<file path="config.mk">
export PLATFORM = sky130hd
export DESIGN_NAME = mp7_scan_ctrl_flat
export DESIGN_NICKNAME = d
export VERILOG_FILES = /design/src/rtl/mp7_scan_ctrl_if.sv /design/src/rtl/mp7_scan_ctrl.sv /design/src/flat_wrapper.sv
export SDC_FILE = /design/constraint.sdc
export NUM_CORES = 1
export LEC_CHECK = 0
export BUFFER_PORTS_ARGS = -buffer_cell sky130_fd_sc_hd__buf_4
export CAP_MARGIN = 20
export CORE_UTILIZATION = 25
export CTS_BUF_LIST = sky130_fd_sc_hd__clkbuf_2 sky130_fd_sc_hd__clkbuf_4 sky130_fd_sc_hd__clkbuf_8
export CTS_CLUSTER_DIAMETER = 30
export DETAILED_ROUTE_END_ITERATION = 16
export GPL_TIMING_DRIVEN = 0
export PLACE_DENSITY = 0.44
export SLEW_MARGIN = 10
export SYNTH_ARGS = -nofsm -noshare
export SYNTH_HDL_FRONTEND = slang
export SYNTH_SLANG_ARGS = --single-unit
</file>
<file path="constraint.sdc">
create_clock -name clk -period 9.7 [get_ports clk]
set_clock_uncertainty 0.2 [all_clocks]
set_input_delay 0.485 -clock clk [delete_from_list [all_inputs] [get_ports clk]]
set_output_delay 0.485 -clock clk [all_outputs]
set_load 0.02 [all_outputs]
</file>
<file path="src/rtl/mp7_scan_ctrl_if.sv">
// Sample output stream of the scan controller.
// master: drives data_out/data_ch/data_valid, receives data_ready.
// slave : consumer side of the same handshake.
interface mp7_scan_ctrl_if #(
  parameter int unsigned WIDTH = 7
);
  logic [WIDTH-1:0] data_out;
  logic [2:0]       data_ch;
  logic             data_valid;
  logic             data_ready;

  modport master (output data_out, data_ch, data_valid, input data_ready);
  modport slave  (input data_out, data_ch, data_valid, output data_ready);
endinterface

</file>
<file path="src/rtl/mp7_scan_ctrl.sv">
// Round-robin scan controller for a NCH-to-1 mux: steps sel through the
// enabled channels, waits DWELL settle cycles on each, captures mux_out and
// presents it downstream on a valid/ready stream.
// Ports:
//   clk, rst_n   clock, synchronous active-low reset
//   start, stop  one-cycle scan start / abort pulses
//   ch_mask      channel enables (bit i = channel i)
//   mux_out      mux data for the current sel
//   sel          mux select
//   busy         high whenever the controller is not idle
//   drop_cnt     overwritten samples (only counts with MP_SCAN_DROP_EN)
//   dout         sample stream (data_out, data_ch, data_valid, data_ready)
// Build option: define MP_SCAN_DROP_EN to never stall; unconsumed samples are
// overwritten and counted in drop_cnt (saturating). Undefined: stall, drop_cnt=0.
module mp7_scan_ctrl #(
  parameter int unsigned WIDTH = 7,
  parameter int unsigned NCH   = 7,
  parameter int unsigned DWELL = 4
) (
  input  logic             clk,
  input  logic             rst_n,
  input  logic             start,
  input  logic             stop,
  input  logic [NCH-1:0]   ch_mask,
  input  logic [WIDTH-1:0] mux_out,
  output logic [2:0]       sel,
  output logic             busy,
  output logic [7:0]       drop_cnt,
  mp7_scan_ctrl_if.master  dout
);

  localparam int unsigned SELW = 3;
  localparam int unsigned CNTW = 8;
  localparam logic [CNTW-1:0] CNT_LOAD = CNTW'(DWELL - 1);

  typedef enum logic [1:0] {
    S_IDLE   = 2'd0,
    S_SETTLE = 2'd1,
    S_SAMPLE = 2'd2
  } state_t;

  state_t            state_q, state_d;
  logic [SELW-1:0]   sel_q, sel_d;
  logic [CNTW-1:0]   cnt_q, cnt_d;
  logic [WIDTH-1:0]  data_q, data_d;
  logic [SELW-1:0]   ch_q, ch_d;
  logic              valid_q, valid_d;
  logic              busy_q, busy_d;
`ifdef MP_SCAN_DROP_EN
  logic [7:0]        drop_q, drop_d;
`endif

  logic [7:0]        mask8;
  logic              any_en;
  logic [SELW-1:0]   first_ch;
  logic [SELW-1:0]   next_ch;
  logic              found;
  logic [3:0]        idx;
  logic              free;
  logic              capture;

  assign mask8  = 8'(ch_mask);
  assign any_en = |ch_mask;
  assign free   = !valid_q || dout.data_ready;

  // Lowest enabled channel, and first enabled channel strictly above sel
  // (wrapping; falls back to sel itself when it is the only one enabled).
  always_comb begin
    first_ch = '0;
    for (int i = 7; i >= 0; i--) begin
      if (mask8[i]) first_ch = SELW'(i);
    end
    next_ch = sel_q;
    found   = 1'b0;
    idx     = '0;
    for (int k = 1; k <= int'(NCH); k++) begin
      idx = {1'b0, sel_q} + 4'(k);
      if (idx >= 4'(NCH)) idx = idx - 4'(NCH);
      if (!found && mask8[idx[2:0]]) begin
        next_ch = idx[2:0];
        found   = 1'b1;
      end
    end
  end

  // Capture condition; stop always wins over a same-cycle capture.
`ifdef MP_SCAN_DROP_EN
  assign capture = (state_q == S_SAMPLE) && !stop;
`else
  assign capture = (state_q == S_SAMPLE) && !stop && free;
`endif

  // State register and datapath registers.
  always_ff @(posedge clk) begin
    if (!rst_n) begin
      state_q <= S_IDLE;
      sel_q   <= '0;
      cnt_q   <= '0;
      data_q  <= '0;
      ch_q    <= '0;
      valid_q <= 1'b0;
      busy_q  <= 1'b0;
`ifdef MP_SCAN_DROP_EN
      drop_q  <= '0;
`endif
    end else begin
      state_q <= state_d;
      sel_q   <= sel_d;
      cnt_q   <= cnt_d;
      data_q  <= data_d;
      ch_q    <= ch_d;
      valid_q <= valid_d;
      busy_q  <= busy_d;
`ifdef MP_SCAN_DROP_EN
      drop_q  <= drop_d;
`endif
    end
  end

  // Next-state logic.
  always_comb begin
    state_d = state_q;
    case (state_q)
      S_IDLE: begin
        if (start && any_en) state_d = S_SETTLE;
      end
      S_SETTLE: begin
        if (stop)                state_d = S_IDLE;
        else if (cnt_q == '0)    state_d = S_SAMPLE;
      end
      S_SAMPLE: begin
        if (stop)                state_d = S_IDLE;
        else if (capture)        state_d = any_en ? S_SETTLE : S_IDLE;
      end
      default: state_d = S_IDLE;
    endcase
  end

  // Next values of the registered outputs and dwell counter.
  always_comb begin
    sel_d   = sel_q;
    cnt_d   = cnt_q;
    data_d  = data_q;
    ch_d    = ch_q;
    valid_d = valid_q && !dout.data_ready;
    busy_d  = (state_d != S_IDLE);
`ifdef MP_SCAN_DROP_EN
    drop_d  = drop_q;
`endif
    case (state_q)
      S_IDLE: begin
        if (start && any_en) begin
          sel_d = first_ch;
          cnt_d = CNT_LOAD;
        end
      end
      S_SETTLE: begin
        if (cnt_q != '0) cnt_d = cnt_q - CNTW'(1);
      end
      S_SAMPLE: begin
        if (capture) begin
          data_d  = mux_out;
          ch_d    = sel_q;
          valid_d = 1'b1;
          cnt_d   = CNT_LOAD;
          if (any_en) sel_d = next_ch;
`ifdef MP_SCAN_DROP_EN
          if (!free && drop_q != 8'hFF) drop_d = drop_q + 8'd1;
`endif
        end
      end
      default: ;
    endcase
  end

  assign sel             = sel_q;
  assign busy            = busy_q;
  assign dout.data_out   = data_q;
  assign dout.data_ch    = ch_q;
  assign dout.data_valid = valid_q;
`ifdef MP_SCAN_DROP_EN
  assign drop_cnt        = drop_q;
`else
  assign drop_cnt        = 8'd0;
`endif

endmodule

</file>
<file path="src/flat_wrapper.sv">
// flat-port wrapper written by rule: the top's interface ports become plain ports
module mp7_scan_ctrl_flat 
#(
  parameter int unsigned WIDTH = 7,
  parameter int unsigned NCH   = 7,
  parameter int unsigned DWELL = 4
)
  (clk, rst_n, start, stop, ch_mask, mux_out, sel, busy, drop_cnt, dout_data_out, dout_data_ch, dout_data_valid, dout_data_ready);
  mp7_scan_ctrl_if #(.WIDTH(WIDTH)) dout_i ();
  input  logic clk;
  input  logic rst_n;
  input  logic start;
  input  logic stop;
  input  logic [NCH-1:0] ch_mask;
  input  logic [WIDTH-1:0] mux_out;
  output logic [2:0] sel;
  output logic busy;
  output logic [7:0] drop_cnt;
  output wire logic [$bits(dout_i.data_out)-1:0] dout_data_out;
  output wire logic [$bits(dout_i.data_ch)-1:0] dout_data_ch;
  output wire logic [$bits(dout_i.data_valid)-1:0] dout_data_valid;
  input wire logic [$bits(dout_i.data_ready)-1:0] dout_data_ready;
  assign dout_data_out = dout_i.data_out;
  assign dout_data_ch = dout_i.data_ch;
  assign dout_data_valid = dout_i.data_valid;
  assign dout_i.data_ready = dout_data_ready;
  mp7_scan_ctrl #(.WIDTH(WIDTH), .NCH(NCH), .DWELL(DWELL)) u_core (.clk(clk), .rst_n(rst_n), .start(start), .stop(stop), .ch_mask(ch_mask), .mux_out(mux_out), .sel(sel), .busy(busy), .drop_cnt(drop_cnt), .dout(dout_i));
endmodule
</file>
==> impl_metrics.env <==
export IMPL_placed_cell_area_um2=3630
export IMPL_start_kind="register"
export IMPL_grt_antenna_before_repair=0
export IMPL_setup_violations=0
export IMPL_seqPwrFrac_pct=21.5
export IMPL_finalMaxSlewViolations=0
export IMPL_r2r_slack_ns=5.20
export IMPL_cts_hold_buf=0
export IMPL_rows=40
export IMPL_diodes=0
export IMPL_hold_start="stop"
export IMPL_grt_pass1_wl_um=16100
export IMPL_syn_area_um2=3150
export IMPL_first_global_vias=2982
export IMPL_routedWlPerCell_um=16.4
export IMPL_ir_drop_mv=0.0717
export IMPL_gp_congestion=0.884
export IMPL_whs_endpoint="u_core.state_q[1]$_SDFF_PN0_"
export IMPL_wl_um=10000
export IMPL_start_util_pct=25.9
export IMPL_leakage_nw=1.42
export IMPL_finish_utilization_pct=30.3
export IMPL_critPathBufInv=2
export IMPL_regArea_um2=500
export IMPL_die_x_um=114
export IMPL_path_class="register to register"
export IMPL_area_growth_pct=16.7
export IMPL_drtIter0Drc=277
export IMPL_track_usage_pct=15.6
export IMPL_cts_max_level=1
export IMPL_clock_latency_ns=0.26
export IMPL_p_comb_share_pct=67.4
export IMPL_cpLargestDelayFamily="compound AO/OA/AOI/OAI gates"
export IMPL_whs_ns=0.235
export IMPL_worst_ep_arrival_time_ns=4.44
export IMPL_die_y_um=114
export IMPL_clkPwrFrac_pct=11.1
export IMPL_drcViolationCount=0
export IMPL_sw_frac_of_total_pct=48.3
export IMPL_min_path_type="primary input to register"
export IMPL_synth_main_ff_cell="dfxtp_1"
export IMPL_setup_tns_final_ns=0
export IMPL_period_needed_ns=4.50
export IMPL_seq_area_frac_synth_pct=15.9
export IMPL_yosysUniqueCellTypes=86
export IMPL_cp_common_cell="a31oi_1"
export IMPL_post_route_period_util_pct=46.4
export IMPL_cts_root_buf="clkbuf_8"
export IMPL_antenna_left=0
export IMPL_reg2reg_depth=12
export IMPL_synth_cells=401
export IMPL_hold_path_depth=2
export IMPL_fp_coreArea_um2=12200
export IMPL_clk_path_buf_depth=2
export IMPL_cts_tree="yes"
export IMPL_power_total_w=0.000543
export IMPL_path_clk_slew_ns=0.08
export IMPL_ys_seq_elements=25
export IMPL_crit_fanout=9
export IMPL_async_reset_ff_share_pct=0
export IMPL_dpl_hpwl_um=7640
export IMPL_overflow=0
export IMPL_cts_setup_buffers=0
export IMPL_status="finished, final reports clean"
export IMPL_max_cap_violations=0
export IMPL_power_density_nw_per_um2=147
export IMPL_crit_slowest_cell="o31ai_1"
export IMPL_cts_resized=0
export IMPL_rsz0062_at_grt="false"
export IMPL_multi_input_area_um2=2390
export IMPL_io_buffers=32
export IMPL_numCtsBuffers=3
export IMPL_timing_rr_end="u_core.sel[1]$_SDFFE_PN0P_"
export IMPL_netSwitchingPower_w=0.000262
export IMPL_grt_max_degree=15
export IMPL_relSlewSlack_pct=40.5
export IMPL_critPathRequiredTime_ns=9.65
export IMPL_worst_pin_slew_ns=0.885
export IMPL_critical_path_max_stage_delay_ns=0.76
export IMPL_dr_pass1_iters=5
export IMPL_hold_violations=0
export IMPL_fillers=1317
export IMPL_drive_gt1_share_pct=19.8
export IMPL_cts_sinks=25
export IMPL_path_cells="clkbuf_1, inv_1, ha_1, a21boi_2, a211o_1, nand3_1, o31ai_1, nor3b_1, nand4_1, nand2b_1, a31oi_1, a31oi_1"
export IMPL_p_int_w=0.000280
export IMPL_nNetsFinal=480
export IMPL_dieArea_um2=13100
export IMPL_ios=42
export IMPL_crit_reg2reg_launch="u_core.sel[1]$_SDFFE_PN0P_"
export IMPL_vias_per_cell=5.36
export IMPL_vias=3283
export IMPL_synth_edf_count=0
export IMPL_endpoint_kind="register"
export IMPL_clock_fmax_mhz=222
export IMPL_fin_area_um2=3680
export IMPL_synth_area_per_cell_um2=7.86
export IMPL_synthesis_yosys_warnings=0
==> worst max-delay path by stage <==
stage	start	to	depth (start not counted)
finish	u_core.sel[1]$_SDFFE_PN0P_	u_core.sel[1]$_SDFFE_PN0P_	12
global route	u_core.sel[1]$_SDFFE_PN0P_	u_core.sel[1]$_SDFFE_PN0P_	12
CTS	u_core.sel[1]$_SDFFE_PN0P_	u_core.sel[1]$_SDFFE_PN0P_	12
detailed placement	u_core.sel[1]$_SDFFE_PN0P_	u_core.sel[1]$_SDFFE_PN0P_	12
global placement	u_core.sel[1]$_SDFFE_PN0P_	u_core.sel[1]$_SDFFE_PN0P_	12
floorplan	u_core.sel[1]$_SDFFE_PN0P_	u_core.sel[1]$_SDFFE_PN0P_	14
==> cell type report <==
class	count	share of cell area, %
flip-flops and latches	25	13.6
clock buffers	3	1.12
multi-input cells	338	64.9
well taps	168	5.71
plain buffers	32	6.56
repair buffers	33	6.66
clock inverters	1	0.136
inverters	13	1.33
==> cells by family after synthesis <==
logic type               count (synthesis)  synth area share (%)
multiplexers                            20                  7.26
flip-flops                              25                  15.9
buffers and inverters                   45                  9.21
XOR/XNOR                                14                  4.96
adder cells (fa/ha/maj)                 15                  6.19
AND/OR/NAND/NOR                        166                  27.9
AO/OA/AOI/OAI                          115                  28.5
other                                    1                 0.119
==> metrics by stage <==
| stage | std cells | worst slack (ns) |
|---|---|---|
| CTS | 612 | 5.18 |
| global route | 613 | 4.81 |
| finish | 613 | 5.20 |
| global placement | 608 | 5.18 |
| detailed placement | 608 | 5.21 |
| floorplan | 408 | 5.96 |
==> placed cells by master, fill, tap and decap left out, drive strengths merged, types with 13 or more instances in the layout <==
cell	n
buf	51
nand2	44
nor2	26
dfxtp	25
o21ai	21
nand3	18
clkbuf	17
mux2i	15
a21boi	15
nor2b	14
ha	14
inv	13
==> sequential cells by signal, indices dropped and copies added, names as in the netlist <==
register and count:
u_core.sel 3, u_core.busy 1, u_core.dout.data_out 7, u_core.cnt_q 8, u_core.dout.data_valid 1, u_core.dout.data_ch 3, u_core.state_q 2
==> per-layer routing <==
metal	vias to the layer above	wire length, um	GRT usage, %
met5	-	0	0
met4	0	167	3.55
met3	18	561	2.12
met2	128	4680	25.4
met1	1558	4610	21.7
li1	1579	-	-
==> power by group through the flow <==
| stage | sequential, W | combinational (W) | clock (W) |
|---|---|---|---|
| 6_report | 0.000117 | 0.000366 | 0.0000601 |
| 4_1_cts | 0.000117 | 0.000359 | 0.0000629 |
| 3_5_place_dp | 0.000119 | 0.000357 | 0 |
| 5_1_grt | 0.000118 | 0.000396 | 0.0000696 |
| 2_1_floorplan | 0.000120 | 0.000271 | 0 |
| 3_3_place_gp | 0.000119 | 0.000359 | 0 |
==> synth_stat cells, drive strengths merged, types with 3 or more instances <==
cell    count  share of area [%]
a32oi       4                1.9
nand2b      9                1.8
or2         3               0.60
a22o        3               0.83
o31ai       3               0.71
nor2b      14                2.8
dfxtp      25                 16
a31oi      12                2.6
nand2      44                5.2
inv        13                1.5
xor2        4                1.3
nor3b       8                2.1
a211oi      7                2.4
ha         14                5.6
a21oi      10                1.6
buf        18                4.6
mux2        3                1.1
xnor2      10                3.6
and3        6                1.3
or3         5                1.0
o211a       4                1.3
a22oi       3               0.71
nor3        8                1.3
mux2i      15                4.8
nand3      18                3.0
o21ai      21                3.6
nand4       5               0.99
nor4        9                2.0
o22ai       5               0.99
nor2       26                3.1
a221o       3               0.95
clkbuf     14                3.1
a21boi     15                3.7
(Power assumes the default switching activity.)
